## config.mk

```make
export PLATFORM = sky130hd
export DESIGN_NAME = hazard_ctrl
export DESIGN_NICKNAME = d
export VERILOG_FILES = /design/src/rtl/hazard_ctrl.sv
export SDC_FILE = /design/constraint.sdc
export NUM_CORES = 1
export LEC_CHECK = 0
export ABC_AREA = 1
export CAP_MARGIN = 20
export CORE_ASPECT_RATIO = 2
export CORE_MARGIN = 4
export CORE_UTILIZATION = 35
export CTS_CLUSTER_DIAMETER = 120
export CTS_CLUSTER_SIZE = 25
export DETAILED_ROUTE_END_ITERATION = 8
export GPL_ROUTABILITY_DRIVEN = 0
export GPL_TIMING_DRIVEN = 0
export SYNTH_ARGS = -nofsm -noshare
export SYNTH_HDL_FRONTEND = slang
export SYNTH_SLANG_ARGS = --single-unit
```

## constraint.sdc

```tcl
create_clock -name clk -period 2 [get_ports clk]
set_clock_uncertainty 0.15 [all_clocks]
set_input_delay 0.3 -clock clk [delete_from_list [all_inputs] [get_ports clk]]
set_output_delay 0.3 -clock clk [all_outputs]
set_load 0.01 [all_outputs]
```

## src/rtl/hazard_ctrl.sv

```systemverilog
// hazard_ctrl -- pipeline hazard and fetch-wait controller.
//
// Combines three concerns into one set of Mealy control outputs:
//   * boot sequencing after reset (2 cycles with fetch disabled),
//   * load-use stalls between Execute and Decode,
//   * instruction-memory wait handling, including a redirect (PCSrcE) that
//     lands while a fetch is outstanding: the fetch still in flight is for
//     the old path and must be dropped when it finally arrives.
//
// Ports:
//   clk, rst_n             clock, asynchronous active-low reset
//   Rs1D, Rs2D             source registers of the instruction in Decode
//   RdE, LoadE             destination / is-load of the instruction in Execute
//   PCSrcE                 taken branch or jump resolved in Execute
//   ImemReady              instruction memory returns InstrF this cycle
//   ImemReq                fetch request to instruction memory
//   StallF, StallD         hold PC / hold the F/D register
//   FlushD, FlushE         bubble the F/D / D/E register
//   StallCount             saturating count of non-boot cycles with StallF=1
module hazard_ctrl (
  input  logic        clk,
  input  logic        rst_n,
  input  logic [4:0]  Rs1D,
  input  logic [4:0]  Rs2D,
  input  logic [4:0]  RdE,
  input  logic        LoadE,
  input  logic        PCSrcE,
  input  logic        ImemReady,
  output logic        ImemReq,
  output logic        StallF,
  output logic        StallD,
  output logic        FlushD,
  output logic        FlushE,
  output logic [15:0] StallCount
);

  typedef enum logic [1:0] {
    ST_BOOT = 2'd0,
    ST_RUN  = 2'd1,
    ST_WAIT = 2'd2
  } state_e;

  state_e      state_q, state_d;
  logic        boot_cnt_q, boot_cnt_d;
  logic        drop_next_q, drop_next_d;
  logic [15:0] stall_cnt_q, stall_cnt_d;

  logic luh;
  logic hold_d;

  // x0 is never a real destination, so a load to it cannot create a hazard.
  assign luh = LoadE & (RdE != 5'd0) & ((RdE == Rs1D) | (RdE == Rs2D));

  // While fetch is blocked, a pending load-use keeps the Decode instruction
  // in place instead of bubbling it; a redirect overrides that.
  assign hold_d = luh & ~PCSrcE;

  always_comb begin
    // Boot values double as the safe default.
    ImemReq     = 1'b0;
    StallF      = 1'b1;
    StallD      = 1'b0;
    FlushD      = 1'b1;
    FlushE      = 1'b1;
    state_d     = state_q;
    boot_cnt_d  = boot_cnt_q;
    drop_next_d = drop_next_q;

    unique case (state_q)
      ST_BOOT: begin
        // Two edges in BOOT: the first sets boot_cnt, the second leaves.
        boot_cnt_d  = ~boot_cnt_q;
        drop_next_d = 1'b0;
        if (boot_cnt_q) state_d = ST_RUN;
      end

      ST_RUN, ST_WAIT: begin
        ImemReq = 1'b1;
        if (ImemReady) begin
          state_d     = ST_RUN;
          // A returning fetch always consumes the drop; a redirect in this
          // same cycle does not need it because this fetch is discarded too.
          drop_next_d = 1'b0;
          if (drop_next_q) begin
            // Stale fetch from the pre-redirect path: bubble it and let the
            // PC advance to the redirected target.
            StallF = 1'b0;
            StallD = 1'b0;
            FlushD = 1'b1;
            FlushE = PCSrcE | luh;
          end else if (PCSrcE) begin
            // Redirect wins over load-use: both younger stages are wrong-path.
            StallF = 1'b0;
            StallD = 1'b0;
            FlushD = 1'b1;
            FlushE = 1'b1;
          end else if (luh) begin
            StallF = 1'b1;
            StallD = 1'b1;
            FlushD = 1'b0;
            FlushE = 1'b1;
          end else begin
            StallF = 1'b0;
            StallD = 1'b0;
            FlushD = 1'b0;
            FlushE = 1'b0;
          end
        end else begin
          // Fetch outstanding: hold PC, bubble F/D unless Decode must be
          // preserved for a load-use, and remember any redirect so the
          // in-flight (old-path) fetch is dropped when it lands.
          state_d     = ST_WAIT;
          drop_next_d = drop_next_q | PCSrcE;
          StallF      = 1'b1;
          StallD      = hold_d;
          FlushD      = ~hold_d;
          FlushE      = PCSrcE | luh;
        end
      end

      default: begin
        state_d     = ST_BOOT;
        boot_cnt_d  = 1'b0;
        drop_next_d = 1'b0;
      end
    endcase
  end

  // Stall cycles during BOOT are not counted; the counter pins at all-ones.
  always_comb begin
    stall_cnt_d = stall_cnt_q;
    if (StallF && (state_q != ST_BOOT) && (stall_cnt_q != 16'hFFFF))
      stall_cnt_d = stall_cnt_q + 16'd1;
  end

  always_ff @(posedge clk or negedge rst_n) begin
    if (!rst_n) begin
      state_q     <= ST_BOOT;
      boot_cnt_q  <= 1'b0;
      drop_next_q <= 1'b0;
      stall_cnt_q <= 16'd0;
    end else begin
      state_q     <= state_d;
      boot_cnt_q  <= boot_cnt_d;
      drop_next_q <= drop_next_d;
      stall_cnt_q <= stall_cnt_d;
    end
  end

  assign StallCount = stall_cnt_q;

endmodule

```

==> impl_metrics.ini <==
[cells_and_area]
mostFrequentLayoutCells = nand2_1, nand3_1, inv_1
diodes = 0
nets = 293
syn2layout_area_growth_pct = 44.4
instances_no_fill = 320
final_common_cell = nand2_1
layout-drive-gt1-share = 0.201

[routing]
routedWlPerCell_um = 12.7
vias = 1522
vias_per_cell = 4.76
dr.pass1.iters = 5
wl_mm = 4.07
drt_iter0_markers = 18
drc = 0
antenna_left = 0

[placed_design]
io_buffers = 40
dp_hpwl_mm = 3.08
place_inst = 307

[grt]
grt_max_degree = 21
grt_util_all_layers = 0.166
grt_pass1_vias = 1534
antenna_found_initial = 0
grt_pass1_wl_mm = 6.68
grt_overflow = 0

[timing]
finalSetupViolations = 0
finalHoldViolCount = 0
worst_pin_slew_ns = 0.920
fin_crit_ns = 1.93
holdWs_ns = 0.328
max_slew_margin = 0.385
drv_slew = 0
max_freq_mhz = 518
timing.final.crit_share = 0.966

[clocking]
clockRootBuffer = clkbuf_8
cts_buffer_depth = 2
clkSinkCount = 20
clkTransAtPathRegs_ns = 0.08
cts_tree = built
cts_max_level = 1
clk_latency_ns = 0.27
numCtsBuffers = 3

[logic_synthesis]
yosysSeqAreaShare = 0.346
ys_ff_latch = 20
netlist_area_um2 = 1450
yosysUniqueCellTypes = 24
synth_cells = 216
syn_area_per_cell_um2 = 6.70
ys_warn_count = 0
syn-num-nets = 239

[flow_run]
cap_violations = 0

[die]
die_area_um2 = 5290
die_x_um = 53.5
ios = 41
die_height_um = 98.9
initial_core_util = 0.369
rows = 32
coreArea_um2 = 3920

[worst_hold_path]
min_path_cells = 2
hp-start = boot_cnt_q$_DFFE_PN0P_
hold_class = register to register

[power_and_ir_drop]
ir_drop_v = 0.000730
power.total_uw = 2250
p_per_area_nw_per_um2 = 1080
p_leak_uw = 0.00108

[setup_path]
reg2reg_from = StallCount[0]$_DFFE_PN0P_
required_ns = 1.55
arrival_ns = 1.48
worstSetupEndpointType = output pin
crit_type = register to output pin
ff2ff_path_depth = 10
startpoint = state_q[1]$_DFFE_PN0N_
crit_path_start_kind = register
worst-path-max-fanout = 6

[run_status]
status = completed
## layout make-up
type / instances / area (µm²)
clock inverters: 1 / 30.0
inverters: 35 / 131
multi-input cells: 158 / 871
well taps: 51 / 63.8
repair buffers: 49 / 418
fillers: 416 / 1840
plain buffers: 3 / 30.0
flip-flops and latches: 20 / 503
clock buffers: 3 / 41.3
## cells in the mapped netlist
library cell | n | area share
o21ai_2 | 1 | 0.0061
ha_1 | 3 | 0.026
a221oi_1 | 1 | 0.0061
nor2_1 | 18 | 0.047
nand3_1 | 28 | 0.097
nor3_1 | 4 | 0.014
xor2_1 | 11 | 0.067
buf_2 | 2 | 0.0069
inv_1 | 29 | 0.075
xnor2_1 | 5 | 0.030
nand4_1 | 2 | 0.0086
nand2_1 | 74 | 0.19
inv_2 | 5 | 0.013
or2_2 | 1 | 0.0043
nor3_2 | 1 | 0.0069
nor2_4 | 1 | 0.0078
nand2_2 | 1 | 0.0043
buf_6 | 1 | 0.0078
nand2_4 | 1 | 0.0078
o21ai_0 | 4 | 0.014
a21oi_1 | 1 | 0.0035
clkinv_1 | 1 | 0.0026
nand3_2 | 1 | 0.0069
dfrtp_1 | 20 | 0.35
## per-stage QoR
stage / cell area [µm²] / worst slack [ns] / util / TNS, ns
after CTS: 2020 / 0.00703 / 0.516 / 0
after floorplan: 1450 / 0.194 / - / 0
final: 2090 / 0.0681 / 0.532 / 0
after global placement: 1910 / -0.891 / 0.487 / -5.73
after detailed placement: 1910 / -0.916 / 0.487 / -6.34
after global routing: 2090 / -0.00456 / 0.532 / -0.00652
## per-layer routing
layer	global-route usage	up-vias	part of all wire
met5	0	-	0
met4	0.0669	0	0.019
met3	0.0242	10	0.046
met2	0.325	36	0.58
met1	0.158	707	0.35
li1	-	769	-
## state kept, by name, indices dropped and copies added, names as in the netlist
register / flops
StallCount: 16
state_q: 2
boot_cnt_q: 1
drop_next_q: 1
## cell families (layout without fill, tap and decap cells)
group | Yosys count | count (layout) | synth area share
AO/OA/AOI/OAI | 7 | 7 | 0.0294
XOR/XNOR | 16 | 16 | 0.0969
adder cells (fa/ha/maj) | 3 | 3 | 0.0260
buffers and inverters | 38 | 91 | 0.106
flip-flops | 20 | 20 | 0.346
AND/OR/NAND/NOR | 132 | 132 | 0.396
## final timing paths
check | to | slack, ns
max | StallF | 0.07
min | boot_cnt_q$_DFFE_PN0P_ | 0.33
max reg2reg | StallCount[3]$_DFFE_PN0P_ | 0.16
min reg2reg | boot_cnt_q$_DFFE_PN0P_ | 0.33
max in group asynchronous | StallCount[1]$_DFFE_PN0P_ | 0.69
min in group asynchronous | StallCount[7]$_DFFE_PN0P_ | 0.39
## worst max-delay path: stages (launching register included)
cell and delay, ns:
dfrtp_1 0.39, inv_2 0.06, ha_4 0.30, nand2_2 0.09, inv_2 0.07, nand2_4 0.06
buf_6 0.13, buf_6 0.11
## power breakdown
| group | switching (µW) | total [µW] | internal, µW | leakage, µW |
|---|---|---|---|---|
| clock | 150 | 418 | 268 | 0.0000357 |
| combinational | 661 | 1240 | 576 | 0.000782 |
| sequential | 104 | 601 | 497 | 0.000266 |
| total | 915 | 2250 | 1340 | 0.00108 |
## what timing repair did
| item | CTS | global route |
|---|---|---|
| pin swaps | 12 | 18 |
| hold endpoints to repair | 0 | 0 |
| endpoints found under the setup margin | 17 | 16 |
| hold buffers | 0 | 0 |
| gates resized for setup | 45 | 33 |
| buffers inserted | 2 | 7 |
Power figures use the tool's default switching activity.
